[src/rtl/keypad_scan_param.sv]
// keypad_scan_param
// Scans an NROWS x NCOLS matrix keypad by driving one column low at a time
// and watching the (pulled-up, active-low) row lines. A detected key is
// debounced, reported once as a key event, optionally auto-repeated while
// held, and debounced again on release before scanning resumes.
//
// Ports
//   clk        : system clock, rising edge
//   reset      : synchronous, active-high
//   rows       : row lines, active low (asynchronous to clk)
//   cols       : column drive, scanned column low, others high
//   key_valid  : one-cycle pulse per key event
//   key_code   : row*NCOLS+col of the last event, held between events
//   key_repeat : qualifies key_valid; 1 = auto-repeat event
//   key_held   : high while a debounced key is held (including release debounce)
//   last_key   : most recent non-repeat key code
//   prev_key   : non-repeat key code before last_key
module keypad_scan_param #(
  parameter int NROWS           = 4,
  parameter int NCOLS           = 4,
  parameter int SCAN_CYCLES     = 4,
  parameter int DEBOUNCE_CYCLES = 8,
  parameter int REPEAT_EN       = 0,
  parameter int REPEAT_CYCLES   = 64,
  localparam int KW = ($clog2(NROWS*NCOLS) < 1) ? 1 : $clog2(NROWS*NCOLS)
) (
  input  logic             clk,
  input  logic             reset,
  input  logic [NROWS-1:0] rows,
  output logic [NCOLS-1:0] cols,
  output logic             key_valid,
  output logic [KW-1:0]    key_code,
  output logic             key_repeat,
  output logic             key_held,
  output logic [KW-1:0]    last_key,
  output logic [KW-1:0]    prev_key
);

  localparam int RW = ($clog2(NROWS) < 1)           ? 1 : $clog2(NROWS);
  localparam int CW = ($clog2(NCOLS) < 1)           ? 1 : $clog2(NCOLS);
  localparam int DW = ($clog2(SCAN_CYCLES) < 1)     ? 1 : $clog2(SCAN_CYCLES);
  localparam int BW = ($clog2(DEBOUNCE_CYCLES) < 1) ? 1 : $clog2(DEBOUNCE_CYCLES);
  localparam int PW = ($clog2(REPEAT_CYCLES) < 1)   ? 1 : $clog2(REPEAT_CYCLES);

  localparam logic [CW-1:0] COL_LAST   = CW'(NCOLS - 1);
  localparam logic [DW-1:0] DWELL_LAST = DW'(SCAN_CYCLES - 1);
  localparam logic [BW-1:0] DEB_LAST   = BW'(DEBOUNCE_CYCLES - 1);
  // The HELD cycle that first sees the row high already counts as one of
  // the release samples, so RELEASE itself needs one fewer.
  localparam logic [BW-1:0] REL_LAST   = BW'((DEBOUNCE_CYCLES >= 2) ? DEBOUNCE_CYCLES - 2 : 0);
  localparam logic [PW-1:0] RPT_LAST   = PW'(REPEAT_CYCLES - 1);

  typedef enum logic [1:0] {
    SCAN     = 2'd0,
    DEBOUNCE = 2'd1,
    HELD     = 2'd2,
    RELEASE  = 2'd3
  } state_e;

  state_e          state_q, state_d;
  logic [NROWS-1:0] sync1_q, sync2_q;
  logic [CW-1:0]   col_idx_q, col_idx_d;
  logic [RW-1:0]   row_idx_q, row_idx_d;
  logic [DW-1:0]   dwell_q, dwell_d;
  logic [BW-1:0]   cnt_q, cnt_d;
  logic [PW-1:0]   rpt_q, rpt_d;
  logic            key_valid_q, key_valid_d;
  logic            key_repeat_q, key_repeat_d;
  logic            key_held_q, key_held_d;
  logic [KW-1:0]   key_code_q, key_code_d;
  logic [KW-1:0]   last_key_q, last_key_d;
  logic [KW-1:0]   prev_key_q, prev_key_d;

  logic            low_found;
  logic [RW-1:0]   low_row;
  logic            locked_low;
  logic [KW-1:0]   new_code;

  always_ff @(posedge clk) begin
    if (reset) begin
      sync1_q      <= '1;
      sync2_q      <= '1;
      state_q      <= SCAN;
      col_idx_q    <= '0;
      row_idx_q    <= '0;
      dwell_q      <= '0;
      cnt_q        <= '0;
      rpt_q        <= '0;
      key_valid_q  <= 1'b0;
      key_repeat_q <= 1'b0;
      key_held_q   <= 1'b0;
      key_code_q   <= '0;
      last_key_q   <= '0;
      prev_key_q   <= '0;
    end else begin
      sync1_q      <= rows;
      sync2_q      <= sync1_q;
      state_q      <= state_d;
      col_idx_q    <= col_idx_d;
      row_idx_q    <= row_idx_d;
      dwell_q      <= dwell_d;
      cnt_q        <= cnt_d;
      rpt_q        <= rpt_d;
      key_valid_q  <= key_valid_d;
      key_repeat_q <= key_repeat_d;
      key_held_q   <= key_held_d;
      key_code_q   <= key_code_d;
      last_key_q   <= last_key_d;
      prev_key_q   <= prev_key_d;
    end
  end

  // Lowest-index row currently reading low.
  always_comb begin
    low_found = 1'b0;
    low_row   = '0;
    for (int unsigned r = 0; r < NROWS; r++) begin
      if (!sync2_q[r] && !low_found) begin
        low_found = 1'b1;
        low_row   = RW'(r);
      end
    end
  end

  assign locked_low = ~sync2_q[row_idx_q];
  assign new_code   = KW'(int'(row_idx_q) * NCOLS + int'(col_idx_q));

  always_comb begin
    state_d      = state_q;
    col_idx_d    = col_idx_q;
    row_idx_d    = row_idx_q;
    dwell_d      = dwell_q;
    cnt_d        = cnt_q;
    rpt_d        = rpt_q;
    key_valid_d  = 1'b0;
    key_repeat_d = 1'b0;
    key_code_d   = key_code_q;
    last_key_d   = last_key_q;
    prev_key_d   = prev_key_q;

    case (state_q)
      SCAN: begin
        // Rows are only sampled on the last dwell cycle, after the new
        // column drive has had time to pass through the synchronizer.
        if (dwell_q == DWELL_LAST) begin
          dwell_d = '0;
          if (low_found) begin
            row_idx_d = low_row;
            cnt_d     = '0;
            state_d   = DEBOUNCE;
          end else begin
            col_idx_d = (col_idx_q == COL_LAST) ? '0 : col_idx_q + 1'b1;
          end
        end else begin
          dwell_d = dwell_q + 1'b1;
        end
      end

      DEBOUNCE: begin
        if (!locked_low) begin
          state_d = SCAN;
          dwell_d = '0;
          cnt_d   = '0;
        end else if (cnt_q == DEB_LAST) begin
          state_d     = HELD;
          cnt_d       = '0;
          rpt_d       = '0;
          key_valid_d = 1'b1;
          key_code_d  = new_code;
          last_key_d  = new_code;
          prev_key_d  = last_key_q;
        end else begin
          cnt_d = cnt_q + 1'b1;
        end
      end

      HELD: begin
        if (!locked_low) begin
          state_d = RELEASE;
          cnt_d   = '0;
        end else if (REPEAT_EN != 0) begin
          if (rpt_q == RPT_LAST) begin
            rpt_d        = '0;
            key_valid_d  = 1'b1;
            key_repeat_d = 1'b1;
            key_code_d   = new_code;
          end else begin
            rpt_d = rpt_q + 1'b1;
          end
        end
      end

      RELEASE: begin
        // rpt_q is left untouched here so a bounce back to HELD resumes
        // the repeat interval rather than restarting it.
        if (locked_low) begin
          state_d = HELD;
        end else if (cnt_q == REL_LAST) begin
          state_d   = SCAN;
          col_idx_d = '0;
          dwell_d   = '0;
          cnt_d     = '0;
        end else begin
          cnt_d = cnt_q + 1'b1;
        end
      end

      default: state_d = SCAN;
    endcase

    key_held_d = (state_d == HELD) || (state_d == RELEASE);
  end

  always_comb begin
    cols            = '1;
    cols[col_idx_q] = 1'b0;
  end

  assign key_valid  = key_valid_q;
  assign key_repeat = key_repeat_q;
  assign key_held   = key_held_q;
  assign key_code   = key_code_q;
  assign last_key   = last_key_q;
  assign prev_key   = prev_key_q;

endmodule

[config.mk]
export PLATFORM = sky130hd
export DESIGN_NAME = keypad_scan_param
export DESIGN_NICKNAME = d
export VERILOG_FILES = /design/src/rtl/keypad_scan_param.sv
export SDC_FILE = /design/constraint.sdc
export NUM_CORES = 1
export LEC_CHECK = 0
export CAP_MARGIN = 20
export CORE_UTILIZATION = 45
export CTS_CLUSTER_DIAMETER = 30
export CTS_CLUSTER_SIZE = 12
export DETAILED_ROUTE_END_ITERATION = 6
export PLACE_DENSITY_LB_ADDON = 0.05
export SLEW_MARGIN = 15
export SYNTH_ARGS = -nofsm -noshare
export SYNTH_HDL_FRONTEND = slang
export SYNTH_SLANG_ARGS = --single-unit
[constraint.sdc]
create_clock -name clk -period 2.3 [get_ports clk]
set_clock_uncertainty 0.15 [all_clocks]
set_input_delay 0.345 -clock clk [delete_from_list [all_inputs] [get_ports clk]]
set_output_delay 0.345 -clock clk [all_outputs]
set_load 0.01 [all_outputs]
==> metrics.cfg, run 1 <==
[sta]
max_clock_freq_mhz = 468
worst_slack_ps = 164
hold_viol = 0
setup_viol = 0
rsz0062_at_grt = false
tns_ps = 0
timing.hold.ws_ps = 263
slew_viol_final = 0
layout_min_cycle_time_ps = 2140
finalCritPeriodShare_pct = 92.9

[cells_and_area]
final_util_pct = 56.9
areaGrowthSynthToFinish_pct = 18.1
layout-drive-gt1-share_pct = 12.0
fillCellCount = 294
finalNetCount = 201
instances_no_fill = 227
antenna_cells = 0

[global_routing]
grt_pass1_vias = 1033
grt_antenna_before_repair = 0
grt_max_degree = 16
gr-total-overflow = 0
track_usage_pct = 17.6
grt_pass1_wl_um = 4590

[status]
outcome = complete, no violations

[worst_setup_path]
worst_ep_required_time_ps = 1800
critical_path.max_stage_delay_ps = 520
cp-start-kind = flip-flop
reg2reg_to = prev_key[3]$_SDFFE_PP0P_
r2r_slack_ps = 340
path_cells = inv_1, ha_1, inv_1, clkdlybuf4s50_1
r2r_cells = 4
crit_top_cell = inv_1
r2r-start = row_idx_q[0]$_SDFFE_PP0P_
crit_fanout = 6
crit_arrival_ps = 1640
critPathKind = flip-flop to primary output
crit_slowest_cell = clkdlybuf4s50_1
worst_setup_path_end_kind = primary output

[floorplanning]
die_w_um = 59.4
dieArea_um2 = 3530
die_y_um = 59.4
coreArea_um2 = 3080
initial_utilization_pct = 48.2
row_count = 20
io_pins = 25

[place]
post-place-cells = 219
gp_congestion = 0.792
dp_slack_ps = 343
port_buffers = 23
dp_hpwl_um = 1980

[synthesis]
avgSynthCellArea_um2 = 9.04
synth_cell_types = 40
synth-seq-cells = 29
yosysWarnings = 0
netlist_instances = 164
synth_seq_area_share_pct = 39.2
syn_nets = 183
syn_area_um2 = 1480

[clock_network]
cts-root-buf = clkbuf_4
clock_path_buffers = 2
clock_latency_ps = 320
htree_levels = 2
post_cts_resized = 0
cts_buffers = 5
cts_tree = yes
cts.clk_slew.worst_paths_ps = 90
clock_sinks = 29
post_cts_buffers = 0
holdBufCountCts = 0

[detailed_routing]
routed_via_density = 5.07
dr.first_iter.drc_count = 37
route.detailed.wl_per_inst_um = 11.7
drtAntennaViolNets = 0
drt-pass1-iter-count = 4
drc = 0
vias = 1150
wl_um = 2660

[power_and_ir_drop]
swShare_pct = 24.4
p_seq_share_pct = 59.7
peakVddDrop_mv = 0.393
internal_power_uw = 662
p_sw_uw = 213
p_clk_share_pct = 32.8
p_leak_uw = 0.000649
cellPowerDensity_nw_per_um2 = 499
comb_power_share_pct = 7.5

[worst_hold_path]
hold_path_end = sync2_q[1]$_SDFF_PP1_
hp-class = flip-flop to flip-flop
hold_depth = 1
min_from = sync1_q[1]$_SDFF_PP1_

[job]
drv_cap = 0

==> cell usage after synthesis, drive strengths merged <==
| cell | number | area, um2 |
|---|---|---|
| a21oi | 9 | 45.0 |
| a211oi | 2 | 15.0 |
| mux2i | 9 | 90.1 |
| a311oi | 1 | 8.76 |
| o21ai | 9 | 45.0 |
| or2 | 9 | 56.3 |
| ha | 13 | 163 |
| conb | 1 | 3.75 |
| nor3 | 3 | 15.0 |
| dfxtp | 29 | 581 |
| and2b | 1 | 7.51 |
| a31oi | 1 | 6.26 |
| and4 | 1 | 8.76 |
| o2bb2ai | 1 | 8.76 |
| o22ai | 2 | 12.5 |
| a211o | 1 | 8.76 |
| o21a | 1 | 15.0 |
| or4 | 1 | 7.51 |
| mux4 | 1 | 22.5 |
| mux2 | 1 | 11.3 |
| buf | 6 | 48.8 |
| a221oi | 1 | 8.76 |
| nand3 | 3 | 15.0 |
| nand4 | 4 | 25.0 |
| nor4b | 1 | 8.76 |
| o31ai | 2 | 15.0 |
| nand2b | 2 | 12.5 |
| nand2 | 6 | 22.5 |
| clkbuf | 7 | 26.3 |
| o32ai | 1 | 8.76 |
| nor2 | 15 | 63.8 |
| nor2b | 1 | 6.26 |
| inv | 14 | 52.6 |
| a21bo | 1 | 10.0 |
| or2b | 1 | 7.51 |
| a21boi | 1 | 7.51 |
| nor4 | 1 | 6.26 |
| and3 | 1 | 6.26 |
==> stage by stage <==
| stage | power, uW | instance area, um2 |
|---|---|---|
| after global placement | 597 | 1700 |
| after floorplan | 580 | 1480 |
| final | 875 | 1750 |
| after CTS | 890 | 1750 |
| after global routing | 924 | 1750 |
| after detailed placement | 600 | 1700 |
==> cell usage in the layout (no fill, tap or decap), types with 2 or more instances in the layout <==
cell	instances
dfxtp_1	29
ha_1	13
a211oi_1	2
nand3_1	3
inv_1	14
o22ai_1	2
nor2_1	14
o31ai_1	2
nor3_1	3
a21oi_1	9
nand2b_1	2
o21ai_0	9
or2_2	9
mux2i_1	9
clkdlybuf4s50_1	23
nand4_1	4
clkbuf_4	5
clkinv_2	2
nand2_1	6
==> layer usage <==
layer / share of wire [%] / global-route usage (%) / wire, um / vias up
met5: 0 / 0 / 0 / -
li1: - / - / - / 594
met4: 1.7 / 7.48 / 46 / 0
met2: 43 / 25.5 / 1140 / 28
met1: 52 / 24.1 / 1390 / 523
met3: 3.2 / 5.24 / 84 / 5
==> cells by family (layout without fill, tap and decap cells) <==
logic type | after synthesis | in the layout | share of synthesized area, %
compound gates | 33 | 33 | 14.5
fa+ha+maj | 13 | 13 | 11.0
buf+inv | 27 | 46 | 8.61
flops | 29 | 29 | 39.2
mux | 11 | 11 | 8.35
other cells | 1 | 1 | 0.253
simple gates | 50 | 50 | 18.1
==> critical path, delay by kind of cell (launching register included) <==
family / cells / cell delay, ps
fa+ha+maj: 1 / 210
buf+inv: 3 / 670
flops: 1 / 450
==> how the worst max path moves through the flow <==
stage                                    startpoint                        to  slack, ps  depth (start not counted)
after floorplan           row_idx_q[0]$_SDFFE_PP0P_     cnt_q[0]$_SDFFE_PP0P_        450                          5
after global placement    row_idx_q[0]$_SDFFE_PP0P_  prev_key[1]$_SDFFE_PP0P_        420                          4
after detailed placement  row_idx_q[0]$_SDFFE_PP0P_  prev_key[3]$_SDFFE_PP0P_        340                          4
after CTS                 col_idx_q[0]$_SDFFE_PP0P_                   cols[2]        140                          4
after global routing      col_idx_q[0]$_SDFFE_PP0P_                   cols[2]         50                          4
final                     col_idx_q[0]$_SDFFE_PP0P_                   cols[2]        160                          4
==> power by group through the flow <==
stage | clock network [uW] | registers, uW | logic [uW]
after detailed placement | 0 | 534 | 65.3
after global routing | 327 | 524 | 72.2
final | 287 | 523 | 65.6
after CTS | 302 | 523 | 65.7
after global placement | 0 | 534 | 63.5
after floorplan | 0 | 532 | 47.7
==> sequential cells by signal (all words and copies together) (netlist names) <==
name       cells
state_q        2
sync1_q        4
col_idx_q      2
cnt_q          3
dwell_q        2
key_valid      1
last_key       4
sync2_q        4
prev_key       4
key_held       1
row_idx_q      2
==> cell type report <==
class / count / area [um2] / area share, %
Clock buffer: 6 / 41.3 / 2.36
Clock inverter: 2 / 10.0 / 0.571
Inverter: 14 / 52.6 / 3.00
Multi-Input combinational cell: 108 / 774 / 44.2
Sequential cell: 29 / 581 / 33.1
Tap cell: 44 / 55.1 / 3.14
Timing Repair Buffer: 24 / 238 / 13.6
Note: power is estimated with default switching activity, not from simulation.
==> run 2, diff against run 1 <==
--- a/config.mk
+++ b/config.mk
@@ -10,6 +10,7 @@
 export CTS_CLUSTER_DIAMETER = 30
 export CTS_CLUSTER_SIZE = 12
 export DETAILED_ROUTE_END_ITERATION = 6
+export DONT_BUFFER_PORTS = 1
 export PLACE_DENSITY_LB_ADDON = 0.05
 export SLEW_MARGIN = 15
 export SYNTH_ARGS = -nofsm -noshare
==> run 2 against run 1 <==
  * Critical path depth did not move
  * Register-to-register slack is essentially flat
  * Hold slack got worse by 200 ps
  * Combinational power fell by 9.1%
  * Fmax increased by 8.5%
  * Wire length increased by 1.3%
  * Sequential power hardly changed
  * Core utilization fell by 6.1 points
  * Worst setup slack gained 170 ps
  * Via count decreased by 7.4%
  * Critical path type is now flip-flop to flip-flop
  * Largest cell class unchanged
  * Final area fell by 11%
  * Non-clock buffer count fell by 19
==> metrics.cfg, run 2 (synthesis gave the netlist of run 1 again) <==
[clock_network]
post_cts_resized = 0  ; unchanged
cts_tree = yes
clock_path_buffers = 2  ; unchanged
post_cts_buffers = 0  ; unchanged
clock_sinks = 29  ; unchanged
cts_buffers = 5  ; unchanged
clock_latency_ps = 320  ; about the same
holdBufCountCts = 5  ; +5
cts.clk_slew.worst_paths_ps = 90  ; about the same
cts-root-buf = clkbuf_4
htree_levels = 2  ; unchanged

[worst_hold_path]
min_from = reset
hold_path_end = state_q[1]$_SDFF_PP0_
hold_depth = 2  ; +1
hp-class = input port to flip-flop

[floorplanning]
dieArea_um2 = 3530  ; unchanged
row_count = 20  ; unchanged
coreArea_um2 = 3080  ; unchanged
die_y_um = 59.4  ; unchanged
initial_utilization_pct = 48.2  ; unchanged
io_pins = 25  ; unchanged
die_w_um = 59.4  ; unchanged

[cells_and_area]
areaGrowthSynthToFinish_pct = 5.49
layout-drive-gt1-share_pct = 12.8  ; +0.78 points
antenna_cells = 0  ; unchanged
final_common_cell = dfxtp_1
final_cell_mix = dfxtp_1, inv_1, nor2_1
finalNetCount = 182  ; -9.5%
instances_no_fill = 208  ; -8.4%
final_util_pct = 50.8  ; -6.1 points

[worst_setup_path]
r2r_cells = 4  ; unchanged
crit_arrival_ps = 2010  ; +370 ps
reg2reg_to = prev_key[1]$_SDFFE_PP0P_
cp-start-kind = flip-flop
r2r_slack_ps = 330  ; about the same
worst_ep_required_time_ps = 2340  ; +540 ps
worst_setup_path_end_kind = flip-flop
r2r-start = row_idx_q[0]$_SDFFE_PP0P_
crit_fanout = 12  ; +6
critPathKind = flip-flop to flip-flop

[detailed_routing]
drtAntennaViolNets = 0  ; unchanged
route.detailed.wl_per_inst_um = 13.0  ; +11%
routed_via_density = 5.12  ; +1.1%
dr.first_iter.drc_count = 47  ; +27%
vias = 1065  ; -7.4%
drt-pass1-iter-count = 5  ; +1
wl_um = 2700  ; +1.3%
drc = 0  ; unchanged

[place]
gp_congestion = 0.788  ; -0.54%
post-place-cells = 195  ; -11%
port_buffers = 0  ; -100%
dp_hpwl_um = 1850  ; -6.8%

[sta]
hold_viol = 0  ; unchanged
finalCritPeriodShare_pct = 85.6  ; -7.3 points
slew_viol_final = 0  ; unchanged
max_clock_freq_mhz = 508  ; +8.5%
tightest_slew_ps = 783
timing.hold.ws_ps = 61.4  ; -202 ps
rsz0062_at_grt = false
tns_ps = 0  ; unchanged
setup_viol = 0  ; unchanged
slew-limit-headroom_pct = 47.6
layout_min_cycle_time_ps = 1970  ; -167 ps

[power_and_ir_drop]
peakVddDrop_mv = 0.420  ; +7.1%
total_power_uw = 869  ; -0.62%
cellPowerDensity_nw_per_um2 = 556  ; +11%
p_leak_uw = 0.000582  ; -10%

[global_routing]
track_usage_pct = 16.8  ; -0.77 points
grt_max_degree = 24  ; +8
grt_pass1_wl_um = 4310  ; -6.0%
grt_antenna_before_repair = 0  ; unchanged
grt_pass1_vias = 942  ; -8.8%
gr-total-overflow = 0  ; unchanged

[job]
drv_cap = 0  ; unchanged

[status]
outcome = complete, no violations

## run 2: changes by cell type in the layout (fill, tap and decap cells not counted), sizes merged
cell           change
buf                -1
dlygate4sd3        +5
clkdlybuf4s50     -23
## run 2: worst max-delay path by stage
stage                                          from                       end
after floorplan           row_idx_q[0]$_SDFFE_PP0P_     cnt_q[0]$_SDFFE_PP0P_
after global placement    row_idx_q[0]$_SDFFE_PP0P_  prev_key[3]$_SDFFE_PP0P_
after detailed placement  row_idx_q[0]$_SDFFE_PP0P_  prev_key[1]$_SDFFE_PP0P_
after CTS                 row_idx_q[0]$_SDFFE_PP0P_  prev_key[1]$_SDFFE_PP0P_
after global routing      row_idx_q[0]$_SDFFE_PP0P_  prev_key[3]$_SDFFE_PP0P_
final                     row_idx_q[0]$_SDFFE_PP0P_  prev_key[1]$_SDFFE_PP0P_
## run 2: layer usage
metal	GRT usage, %	part of all wire (%)	vias up
met5	0	0	-
met4	7.14	0.70	0
met3	5.90	4.9	2
met2	23.8	43	26
met1	23.0	51	479
li1	-	-	558
## run 2: area by class of cell
class | count | area (um2)
inverter | 14 | 52.6
sequential | 29 | 581
clock buffer | 6 | 41.3
clock inverter | 2 | 10.0
multi-input combinational | 108 | 774
fill | 308 | 1510
timing repair buffer | 5 | 50.0
tap | 44 | 55.1
## run 2: power breakdown
part / switching [uW] / internal (uW)
Clock: 171 / 116
Sequential: 9.03 / 514
Combinational: 32.2 / 27.4
Total: 212 / 658
## run 2: worst max-delay path, stage by stage (launching register included)
cell and delay [ps]:
dfxtp_1 430, mux4_2 680, nor2_4 300, mux2i_1 230, nor2_1 50
## run 2: through the flow
stage	area (um2)	setup slack, ps
final	1560	330
after global routing	1560	196
after CTS	1560	313
after detailed placement	1460	362
after global placement	1460	415
after floorplan	1480	445
==> run 3, diff against run 2 <==
--- a/config.mk
+++ b/config.mk
@@ -6,8 +6,10 @@
 export NUM_CORES = 1
 export LEC_CHECK = 0
 export CAP_MARGIN = 20
+export CELL_PAD_IN_SITES_DETAIL_PLACEMENT = 0
+export CELL_PAD_IN_SITES_GLOBAL_PLACEMENT = 1
 export CORE_UTILIZATION = 45
-export CTS_CLUSTER_DIAMETER = 30
+export CTS_CLUSTER_DIAMETER = 100
 export CTS_CLUSTER_SIZE = 12
 export DETAILED_ROUTE_END_ITERATION = 6
 export DONT_BUFFER_PORTS = 1
==> run 3 against run 2 <==
  * Final area up 0.24%
  * Fmax down 1.4%
  * Cell count down 0.48%
  * Non-clock buffer count unchanged
  * Clock power up 8.7%
  * Combinational power about the same
  * Highest routed layer unchanged
==> metrics.cfg, run 3 (synthesis gave the netlist of run 1 again) <==
[status]
outcome = complete, no violations

[detailed_routing]
route.detailed.wl_per_inst_um = 13.2  ; +1.8%
wl_um = 2730  ; +1.3%
dr.first_iter.drc_count = 62  ; +32%
drt-pass1-iter-count = 4  ; -1
drtAntennaViolNets = 0  ; unchanged
vias = 1066  ; +0.094%
routed_via_density = 5.15  ; +0.58%
drc = 0  ; unchanged

[worst_setup_path]
critPathTopFamily = multiplexers
worst_setup_path_end_kind = flip-flop
cp-start-kind = flip-flop
crit_arrival_ps = 2050  ; +40 ps
crit_buf_inv = 0  ; unchanged
crit_fanout = 12  ; unchanged
r2r_slack_ps = 300  ; -30 ps
critPathKind = flip-flop to flip-flop
crit_slowest_cell = mux4_2
worst_ep_required_time_ps = 2350  ; about the same
critical_path.max_stage_delay_ps = 680  ; about the same
path_cells = mux4_2, nor2_4, mux2i_1, nor2_1

[place]
port_buffers = 0  ; unchanged
post-place-cells = 195  ; unchanged
dp_slack_ps = 343  ; -18.6 ps
dp_hpwl_um = 1890  ; +2.2%
gp_congestion = 0.813  ; +3.3%

[cells_and_area]
areaGrowthSynthToFinish_pct = 5.74
layout-drive-gt1-share_pct = 12.3  ; -0.53 points
fillCellCount = 300  ; -2.6%
finalNetCount = 182  ; unchanged
instances_no_fill = 207  ; -0.48%
final_cell_mix = dfxtp_1, inv_1, nor2_1
final_common_cell = dfxtp_1
antenna_cells = 0  ; unchanged

[clock_network]
cts_buffers = 5  ; unchanged
post_cts_buffers = 0  ; unchanged
clock_sinks = 29  ; unchanged
cts.clk_slew.worst_paths_ps = 90  ; about the same
cts-root-buf = clkbuf_4
clock_path_buffers = 2  ; unchanged
htree_levels = 2  ; unchanged
clock_latency_ps = 330  ; about the same
cts_tree = yes

[sta]
tightest_slew_ps = 773  ; -9.46 ps
layout_min_cycle_time_ps = 2000  ; +28.4 ps
finalCritPeriodShare_pct = 86.9  ; +1.2 points
max_clock_freq_mhz = 501  ; -1.4%
rsz0062_at_grt = false
hold_viol = 0  ; unchanged
slew_viol_final = 0  ; unchanged
slew-limit-headroom_pct = 48.3  ; +0.63 points
tns_ps = 0  ; unchanged
worst_slack_ps = 302  ; -28.4 ps
timing.hold.ws_ps = 42.5  ; -18.9 ps
setup_viol = 0  ; unchanged

[job]
drv_cap = 0  ; unchanged

[floorplanning]
row_count = 20  ; unchanged
io_pins = 25  ; unchanged
initial_utilization_pct = 48.2  ; unchanged
coreArea_um2 = 3080  ; unchanged
die_w_um = 59.4  ; unchanged
dieArea_um2 = 3530  ; unchanged
die_y_um = 59.4  ; unchanged

[power_and_ir_drop]
total_power_uw = 895  ; +2.9%
p_clk_share_pct = 34.9  ; +1.9 points
p_leak_uw = 0.000581  ; -0.11%
internal_power_uw = 685  ; +4.2%
p_sw_uw = 210  ; -0.92%
peakVddDrop_mv = 0.307  ; -27%
swShare_pct = 23.5  ; -0.91 points
cellPowerDensity_nw_per_um2 = 571  ; +2.7%
p_seq_share_pct = 58.4  ; -1.8 points
comb_power_share_pct = 6.7  ; -0.2 points

[global_routing]
grt_max_degree = 24  ; unchanged
grt_antenna_before_repair = 0  ; unchanged
track_usage_pct = 17.1  ; +0.25 points
grt_pass1_vias = 949  ; +0.74%
grt_pass1_wl_um = 4290  ; -0.49%
gr-total-overflow = 0  ; unchanged

[worst_hold_path]
hp-class = input port to flip-flop

## run 3: cell types whose count changed in the layout (fill, tap and decap cells not counted), sizes merged
cell	change
clkbuf	+1
clkinv	-2
## run 3: repair_timing
item | CTS | global route
endpoints found under the hold margin | 23 | 0
hold buffers | 5 | 0
setup endpoints to repair | 0 | 0
resized for setup | 0 | 0
## run 3: metrics by stage
step	utilization [%]	instance area (um2)
after floorplan	-	1480
after global placement	47.5	1460
after detailed placement	47.5	1460
after CTS	50.9	1570
after global routing	50.9	1570
final	50.9	1570
## run 3: cell type report
type / instances / area (um2) / area share [%]
Multi-Input combinational cell: 108 / 774 / 49.4
Sequential cell: 29 / 581 / 37.0
Clock buffer: 7 / 55.1 / 3.51
Tap cell: 44 / 55.1 / 3.51
Inverter: 14 / 52.6 / 3.35
Timing Repair Buffer: 5 / 50.0 / 3.19
## run 3: worst paths after layout
check | to | from | cells past startpoint
min reg2reg | sync2_q[0]$_SDFF_PP1_ | sync1_q[0]$_SDFF_PP1_ | 1
max | prev_key[2]$_SDFFE_PP0P_ | row_idx_q[0]$_SDFFE_PP0P_ | 4
max reg2reg | prev_key[2]$_SDFFE_PP0P_ | row_idx_q[0]$_SDFFE_PP0P_ | 4
min | state_q[1]$_SDFF_PP0_ | reset | 2
## run 3: power groups by stage
stage	combinational, uW	sequential [uW]	clock [uW]
global placement	46.1	534	0
detailed placement	47.1	535	0
CTS	58.9	523	321
global route	65.5	525	348
floorplan	47.7	532	0
finish	59.8	523	312
## run 3: worst reg2reg max path, cell delays in order, from the launching register on
cell and delay, ps:
dfxtp_1 440, mux4_2 680, nor2_4 310, mux2i_1 240
nor2_1 50
## run 3: routing by layer
layer  vias to the layer above  wire length [um]  track usage, %  share of wire (%)
li1                        560                 -               -                  -
met1                       470              1370            21.6                 50
met2                        28              1150            25.0                 42
met3                         8               150            5.02                5.5
met4                         0                66            11.2                2.4
met5                         -                 0               0                  0
